File: src/rtl/dds_param_loader.sv
// DDS parameter loader: stages decoded UART frames in shadow registers
// and commits them to the NCO controls only on a DDS-safe strobe.
module dds_param_loader #(
  parameter logic [31:0] FTW_RST      = 32'h0000_0000,
  parameter logic [11:0] AMP_RST      = 12'hFFF,
  parameter int          SYNC_TIMEOUT = 1_000_000,
  parameter int          SYNC_EN      = 1
) (
  input  logic        sys_clk,
  input  logic        sys_rst_n,
  input  logic        recv_done,
  input  logic [7:0]  rev_data0,
  input  logic [7:0]  rev_data1,
  input  logic [7:0]  rev_data2,
  input  logic [7:0]  rev_data3,
  input  logic [7:0]  rev_data4,
  input  logic [7:0]  rev_data5,
  input  logic [7:0]  rev_data6,
  input  logic [7:0]  rev_data7,
  input  logic [7:0]  rev_data8,
  input  logic [7:0]  rev_data9,
  input  logic [7:0]  rev_data10,
  input  logic        dds_sync,
  output logic [31:0] ftw,
  output logic [15:0] phase_off,
  output logic [11:0] amp,
  output logic [2:0]  wave_sel,
  output logic        dds_en,
  output logic        phase_rst,
  output logic        param_upd,
  output logic        sync_tmo,
  output logic        busy,
  output logic        cmd_err,
  output logic [7:0]  err_cnt,
  output logic [7:0]  ovr_cnt
);

  localparam int CW = $clog2(SYNC_TIMEOUT);
  localparam logic [CW-1:0] TMO_LIM = CW'(SYNC_TIMEOUT - 1);

  typedef enum logic [1:0] {
    IDLE,
    WAIT_SYNC,
    APPLY
  } state_t;

  state_t state, state_nx;

  logic [CW-1:0] tmo_cnt;
  logic [4:0]    mask;
  logic [4:0]    new_mask;
  logic [31:0]   sh_ftw;
  logic [15:0]   sh_phase;
  logic [11:0]   sh_amp;
  logic [2:0]    sh_wave;
  logic          sh_en;
  logic          sh_prst;
  logic          prst_q;
  logic          tmo_q;
  logic          cmd_ok;
  logic          commit;
  logic          tmo_hit;
  logic          sync_ok;
  logic          unused;

  assign unused = ^{rev_data7[7:4], rev_data9[7:3], rev_data10[7:2]};
  assign sync_ok = dds_sync || (SYNC_EN == 0);

  // mask bits: {en, wave, amp, phase, ftw}
  always_comb begin
    new_mask = 5'b0;
    case (rev_data0)
      8'h01:   new_mask = 5'b11111;
      8'h02:   new_mask = 5'b00001;
      8'h03:   new_mask = 5'b00010;
      8'h04:   new_mask = 5'b00100;
      8'h05:   new_mask = 5'b10000;
      default: new_mask = 5'b0;
    endcase
    cmd_ok = recv_done && (new_mask != 5'b0);
  end

  always_comb begin
    state_nx = state;
    commit   = 1'b0;
    tmo_hit  = 1'b0;
    unique case (state)
      IDLE: begin
        if (cmd_ok) state_nx = WAIT_SYNC;
      end
      WAIT_SYNC: begin
        // A new frame always wins over the commit strobe
        if (cmd_ok) begin
          state_nx = WAIT_SYNC;
        end else if (sync_ok) begin
          state_nx = APPLY;
          commit   = 1'b1;
        end else if (tmo_cnt == TMO_LIM) begin
          state_nx = APPLY;
          commit   = 1'b1;
          tmo_hit  = 1'b1;
        end
      end
      APPLY: begin
        state_nx = cmd_ok ? WAIT_SYNC : IDLE;
      end
      default: state_nx = IDLE;
    endcase
  end

  always_ff @(posedge sys_clk) begin
    if (sys_rst_n) state <= IDLE;
    else           state <= state_nx;
  end

  always_ff @(posedge sys_clk) begin
    if (sys_rst_n) begin
      tmo_cnt   <= '0;
      mask      <= '0;
      sh_ftw    <= '0;
      sh_phase  <= '0;
      sh_amp    <= '0;
      sh_wave   <= '0;
      sh_en     <= 1'b0;
      sh_prst   <= 1'b0;
      prst_q    <= 1'b0;
      tmo_q     <= 1'b0;
      ftw       <= FTW_RST;
      phase_off <= '0;
      amp       <= AMP_RST;
      wave_sel  <= '0;
      dds_en    <= 1'b0;
      cmd_err   <= 1'b0;
      err_cnt   <= '0;
      ovr_cnt   <= '0;
    end else begin
      cmd_err <= recv_done && !cmd_ok;
      if (recv_done && !cmd_ok && err_cnt != 8'hFF)
        err_cnt <= err_cnt + 8'd1;

      if (state != WAIT_SYNC)
        tmo_cnt <= '0;
      else if (tmo_cnt != TMO_LIM)
        tmo_cnt <= tmo_cnt + 1'b1;

      if (cmd_ok) begin
        mask <= mask | new_mask;
        if (new_mask[0]) sh_ftw <= {rev_data1, rev_data2, rev_data3, rev_data4};
        if (new_mask[1]) sh_phase <= {rev_data5, rev_data6};
        if (new_mask[2]) sh_amp <= {rev_data7[3:0], rev_data8};
        if (new_mask[3]) sh_wave <= rev_data9[2:0];
        if (new_mask[4]) sh_en <= rev_data10[0];
        if (new_mask == 5'b11111) sh_prst <= rev_data10[1];
        if (state == WAIT_SYNC && ovr_cnt != 8'hFF)
          ovr_cnt <= ovr_cnt + 8'd1;
      end

      prst_q <= 1'b0;
      tmo_q  <= 1'b0;
      if (commit) begin
        if (mask[0]) ftw       <= sh_ftw;
        if (mask[1]) phase_off <= sh_phase;
        if (mask[2]) amp       <= sh_amp;
        if (mask[3]) wave_sel  <= sh_wave;
        if (mask[4]) dds_en    <= sh_en;
        prst_q  <= sh_prst;
        tmo_q   <= tmo_hit;
        mask    <= '0;
        sh_prst <= 1'b0;
      end
    end
  end

  assign param_upd = (state == APPLY);
  assign busy      = (state == WAIT_SYNC) || (state == APPLY);
  assign phase_rst = param_upd && prst_q;
  assign sync_tmo  = param_upd && tmo_q;

endmodule
File: config.mk
export PLATFORM = sky130hd
export DESIGN_NAME = dds_param_loader
export DESIGN_NICKNAME = d
export VERILOG_FILES = /design/src/rtl/dds_param_loader.sv
export SDC_FILE = /design/constraint.sdc
export NUM_CORES = 1
export LEC_CHECK = 0
export ABC_AREA = 0
export CORE_UTILIZATION = 50
export CTS_CLUSTER_DIAMETER = 120
export CTS_CLUSTER_SIZE = 24
export DETAILED_ROUTE_END_ITERATION = 6
export GPL_TIMING_DRIVEN = 1
export HOLD_SLACK_MARGIN = 0.08
export PLACE_DENSITY = 0.85
export SYNTH_ARGS = -nofsm -noshare
export SYNTH_HDL_FRONTEND = slang
export SYNTH_SLANG_ARGS = --single-unit
File: constraint.sdc
create_clock -name sys_clk -period 6 [get_ports sys_clk]
set_input_delay 1.2 -clock sys_clk [delete_from_list [all_inputs] [get_ports sys_clk]]
set_output_delay 1.2 -clock sys_clk [all_outputs]
set_load 0.01 [all_outputs]
==> reports/qor.yml, run 1 <==
cts:
  path_clk_slew_ns: 0.06
  clock-root-buffer: "clkbuf_16"
  cts_buffers: 17
  clk_latency_ns: 0.42
  cts.sinks: 175
  cts_setup_buffers: 0
  cts_resized: 0
  clock_path_buffers: 2
  cts_tree: "built"
  htree_levels: 4
  hold_buffers: 0
hold_path:
  hold_path_class: "reg2reg"
route:
  viasPerCell: 5.149
  dr_wl_met3_um: 814
  remaining_drc_errors: 0
  top_layer: "met4"
  drt-pass1-iter-count: 4
  m1WireLength_um: 7029
  vias: 5489
  met2_length_um: 7626
  dr.first_iter.drc_count: 196
  ant_nets: 0
  wl_um: 15880
  wire_per_inst_um: 14.90
setup_path:
  crit_arrival_ns: 3.82
  cp.required_ns: 6.34
  worst-path-max-fanout: 32
  start_kind: "input port"
  critPathCaptureType: "flop"
  crit_type: "in2reg"
global_route:
  grt_max_degree: 105
  grt_antenna_before_repair: 0
  track_usage: 0.2213
  grt_pass1_vias: 5260
  overflow: 0
  grt_pass1_wl_um: 25290
finish:
  multiInputGateArea_sq_um: 3329
  n_antenna_cell: 0
  final_nets: 974
  seq_area_sq_um: 3503
  syn2layout_area_growth_pct: 31.26
  final_cells: 1066
  fin_area_sq_um: 9305
  fillers: 1097
  layout-drive-gt1-share: 0.05530
synthesis:
  synthDistinctLibCells: 52
  ys_ff_latch: 175
  ys_warn_count: 0
  synth_async_sr_flop_share: 0
  ys_seq_area_frac: 0.4942
  yosysTopAreaCell: "dfxtp_1"
  synth_nets: 836
  synth.most_common_cell: "dfxtp_1"
  synth_edf_count: 0
  netlist_top_cells_count: "175 x dfxtp_1, 117 x mux2i_1, 117 x nand2_1, 104 x nor2_1, 27 x clkbuf_1"
  netlist_top_cells_area: "dfxtp_1 49%, mux2i_1 17%, nand2_1 6.2%, nor2_1 5.5%, xor2_1 2.1%"
  syn-cell-area_sq_um: 7089
  synth_top_flop_cell: "dfxtp_1"
  syn_avg_cell_area_sq_um: 9.619
  synthCells: 737
  synth_top_area_frac: 0.4942
floorplanning:
  rows: 43
  io_pins: 177
  die_y_um: 121.1
  die_x_um: 121.1
  die-area_sq_um: 14660
  coreArea_sq_um: 13880
  start_util: 0.5107
job:
  drv_cap: 0
placement:
  placed_area_sq_um: 8720
  place.gp.congestion: 0.8431
  numPortBuffers: 161
  place_hpwl_um: 10720
  dp_cells: 1036
sta:
  worst_pin_slew_ns: 1.130
  fin_crit_ns: 3.484
  finalSetupViolCount: 0
  rsz0062_at_grt: "false"
  tns_ns: 0
  finClkSkew_ns: 0.006882
  maxSlewHeadroom: 0.2447
  final_hold_viol_count: 0
  maxSlewViolCount: 0
  fin_crit_sh: 0.5807
  max_freq_mhz: 287.0
power:
  ir_worst_vdd_mv: 0.1452
  powerDensity_nw_per_um2: 258.6
  leakage_nw: 3.249
  power_mw: 2.406
run_status:
  outcome: "finished, final reports clean"
[registers in the layout, summed over array words and instances (netlist names)]
register / flops
dds_en: 1
sh_wave: 3
wave_sel: 3
ftw: 32
prst_q: 1
mask: 5
phase_off: 16
err_cnt: 8
sh_en: 1
sh_prst: 1
tmo_q: 1
tmo_cnt: 20
ovr_cnt: 8
sh_ftw: 32
state: 2
sh_phase: 16
sh_amp: 12
amp: 12
cmd_err: 1
[cells in the final DEF, fill, tap and decap left out, drive strengths merged, types with 3 or more instances in the layout]
| master | n |
|---|---|
| mux2i | 117 |
| clkinv | 5 |
| or3 | 5 |
| nor3 | 14 |
| nor4b | 5 |
| dfxtp | 175 |
| and3 | 7 |
| a21oi | 10 |
| xnor2 | 12 |
| ha | 7 |
| xor2 | 17 |
| inv | 7 |
| nand4 | 9 |
| o21ai | 10 |
| nor4 | 5 |
| buf | 5 |
| and2 | 18 |
| o2111ai | 3 |
| clkdlybuf4s50 | 160 |
| bufinv | 3 |
| clkbuf | 21 |
| or4 | 4 |
| nand2 | 117 |
| a221o | 12 |
| nor2 | 104 |
| nand3 | 17 |
[kinds of logic after synthesis]
logic type | share of synthesized area
compound gates | 0.04995
xor+xnor | 0.03583
simple gates | 0.2053
mux | 0.1652
buf+inv | 0.03724
flops | 0.4942
fa+ha+maj | 0.01235
[critical path, stage by stage]
cell and delay, ns:
clkdlybuf4s50_1 0.57, nor3_2 0.33, nor2_1 0.14, a21boi_1 0.34
and3_2 0.94, mux2i_1 0.29
[power breakdown]
group | total [mW] | switching (mW) | internal (mW)
clock | 1.10 | 0.437 | 0.663
combinational | 0.134 | 0.0667 | 0.0669
sequential | 1.17 | 0.00580 | 1.17
[final timing paths]
path                      from  endpoint  slack [ns]  cells past startpoint
setup / recovery  rev_data0[0]   ftw[11]        2.52                      6
setup reg to reg    tmo_cnt[2]   ftw[11]        3.35                      5
hold reg to reg        ftw[15]   ftw[15]        0.46                      2
hold / removal         ftw[15]   ftw[15]        0.46                      2
[final cells by class]
cell class,instances,area share
sequential,175,0.3765
multi-input combinational,510,0.3578
timing repair buffer,165,0.1761
clock buffer,21,0.04841
tap,180,0.02420
clock inverter,9,0.01452
inverter,6,0.002420
[per-stage QoR]
stage | hold slack (ns) | setup slack (ns) | utilization
2_1_floorplan | 0.4365 | 3.192 | -
5_1_grt | 0.4750 | 2.356 | 0.6704
6_report | 0.4563 | 2.516 | 0.6704
3_5_place_dp | 0.4473 | 2.043 | 0.6282
4_1_cts | 0.4571 | 2.487 | 0.6704
3_3_place_gp | 0.4413 | 2.163 | 0.6282
[layer usage]
layer | vias up | GRT usage
met2 | 111 | 0.3668
li1 | 2783 | -
met4 | 0 | 0.09491
met5 | - | 0
met3 | 28 | 0.07049
met1 | 2567 | 0.2621
(Power assumes the default switching activity.)
==> run 2: changes to the inputs <==
--- a/config.mk
+++ b/config.mk
@@ -6,13 +6,13 @@
 export NUM_CORES = 1
 export LEC_CHECK = 0
 export ABC_AREA = 0
-export CORE_UTILIZATION = 50
+export CORE_UTILIZATION = 44
 export CTS_CLUSTER_DIAMETER = 120
 export CTS_CLUSTER_SIZE = 24
 export DETAILED_ROUTE_END_ITERATION = 6
 export GPL_TIMING_DRIVEN = 1
 export HOLD_SLACK_MARGIN = 0.08
-export PLACE_DENSITY = 0.85
+export PLACE_DENSITY = 0.8
 export SYNTH_ARGS = -nofsm -noshare
 export SYNTH_HDL_FRONTEND = slang
 export SYNTH_SLANG_ARGS = --single-unit
==> constraint.sdc (replaced) <==
create_clock -name sys_clk -period 3.1 [get_ports sys_clk]
set_input_delay 0.62 -clock sys_clk [delete_from_list [all_inputs] [get_ports sys_clk]]
set_output_delay 0.62 -clock sys_clk [all_outputs]
set_load 0.01 [all_outputs]
==> run 2 against run 1 <==
  * Critical path depth unchanged
  * Sequential share of layout area is 0.64 points lower
  * Clock power grew 85%
  * Combinational power increased by 100%
  * Critical path type is now reg2reg
  * Highest routed layer unchanged
==> reports/qor.yml, run 2 (synthesized netlist as in run 1, its figures left out) <==
cts:
  hold_buffers: 0
  cts_buffers: 17
  path_clk_slew_ns: 0.07
  clk_latency_ns: 0.42
  cts_setup_buffers: 0
  clock_path_buffers: 2
  htree_levels: 4
  cts_resized: 0
  cts.sinks: 175
  clock-root-buffer: "clkbuf_16"
  cts_tree: "built"
hold_path:
  hold_path_depth: 2
  hold_path_class: "reg2reg"
route:
  dr.first_iter.drc_count: 347
  wire_per_inst_um: 14.37
  remaining_drc_errors: 0
  drt-pass1-iter-count: 4
  ant_nets: 0
  vias: 5596
  viasPerCell: 4.996
  wl_um: 16100
sta:
  finalSetupViolCount: 0
  max_freq_mhz: 389.8
  finClkSkew_ns: 0.008504
  rsz0062_at_grt: "false"
  final_hold_viol_count: 0
  fin_ws_ns: 0.5349
  fin_crit_sh: 0.8275
  tns_ns: 0
  worst_pin_slew_ns: 1.030
  maxSlewHeadroom: 0.3111
  maxSlewViolCount: 0
  fin_crit_ns: 2.565
floorplanning:
  die-area_sq_um: 16620
  io_pins: 177
  start_util: 0.4479
  coreArea_sq_um: 15830
  rows: 46
  die_y_um: 128.9
  die_x_um: 128.9
placement:
  dp_cells: 1088
  place_hpwl_um: 10920
  post-place-ws_ns: 0.08381
  numPortBuffers: 161
  place.gp.congestion: 0.8391
global_route:
  track_usage: 0.1976
  overflow: 0
  grt_antenna_before_repair: 0
  grt_max_degree: 105
  grt_pass1_wl_um: 25770
  grt_pass1_vias: 5278
finish:
  fillers: 1347
  layout-drive-gt1-share: 0.07412
  reg_top3: "ftw: 32 flops, sh_ftw: 32 flops, tmo_cnt: 20 flops"
  final_core_util: 0.5981
  final_common_cell: "dfxtp_1"
  layout_common_cells: "175 x dfxtp_1, 160 x clkdlybuf4s50_1, 117 x nand2_1, 117 x mux2i_1, 104 x nor2_1"
  syn2layout_area_growth_pct: 33.53
  final_nets: 990
  n_antenna_cell: 0
  final_cells: 1120
job:
  drv_cap: 0
setup_path:
  crit_arrival_ns: 2.93
  worst-path-max-fanout: 16
  critPathCaptureType: "flop"
  crit_type: "reg2reg"
  start_kind: "flop"
  cp.required_ns: 3.46
  r2r_cells: 6
run_status:
  outcome: "finished, final reports clean"
power:
  p_seq_frac: 0.497
  power_frac_comb: 0.060
  p_switching_mw: 1.034
  ir_worst_vdd_mv: 0.3431
  powerDensity_nw_per_um2: 482.9
  p_int_mw: 3.537
  p_sw_frac: 0.2262
  clockPowerShare: 0.444
  leakage_nw: 3.321
[run 2: path summary, 6_finish.rpt]
| path | from | end | slack [ns] |
|---|---|---|---|
| max | tmo_cnt[12] | dds_en | 0.53 |
| min | ftw[27] | ftw[27] | 0.46 |
| max reg2reg | tmo_cnt[12] | dds_en | 0.53 |
| min reg2reg | ftw[27] | ftw[27] | 0.46 |
[run 2: critical path, stage by stage (launching register included)]
cell,delay [ns]
dfxtp_1,0.36
nor4b_2,0.37
nand4_2,0.27
o21ba_4,0.29
nor2_1,0.78
buf_4,0.28
a41o_1,0.16
[run 2: power by group through the flow]
stage / logic, mW / registers (mW) / clock network [mW]
2_1_floorplan: 0.114 / 2.32 / 0
3_3_place_gp: 0.271 / 2.32 / 0
3_5_place_dp: 0.273 / 2.32 / 0
4_1_cts: 0.275 / 2.27 / 2.08
5_1_grt: 0.295 / 2.27 / 2.18
6_report: 0.274 / 2.27 / 2.03
[run 2: stage by stage]
| step | power, mW | hold slack [ns] | cell area [sq um] |
|---|---|---|---|
| floorplan | 2.432 | 0.4365 | 7089 |
| global placement | 2.590 | 0.4409 | 8910 |
| detailed placement | 2.594 | 0.4460 | 8910 |
| CTS | 4.624 | 0.4589 | 9467 |
| global route | 4.747 | 0.4718 | 9467 |
| finish | 4.571 | 0.4568 | 9467 |
[run 2: final cells by class]
| class | instances | area, sq um | share of cell area |
|---|---|---|---|
| Tap cell | 216 | 270.3 | 0.02855 |
| Inverter | 6 | 22.52 | 0.002379 |
| Multi-Input combinational cell | 510 | 3329 | 0.3517 |
| Timing Repair Buffer | 181 | 1784 | 0.1885 |
| Sequential cell | 175 | 3503 | 0.3701 |
| Clock inverter | 11 | 106.4 | 0.01123 |
| Clock buffer | 21 | 450.4 | 0.04758 |
[run 2: per-layer routing]
layer,up-vias,track usage,part of all wire
li1,2814,-,-
met1,2636,0.2391,0.44
met2,121,0.3231,0.48
met3,25,0.05988,0.057
met4,0,0.08997,0.025
met5,-,0,0
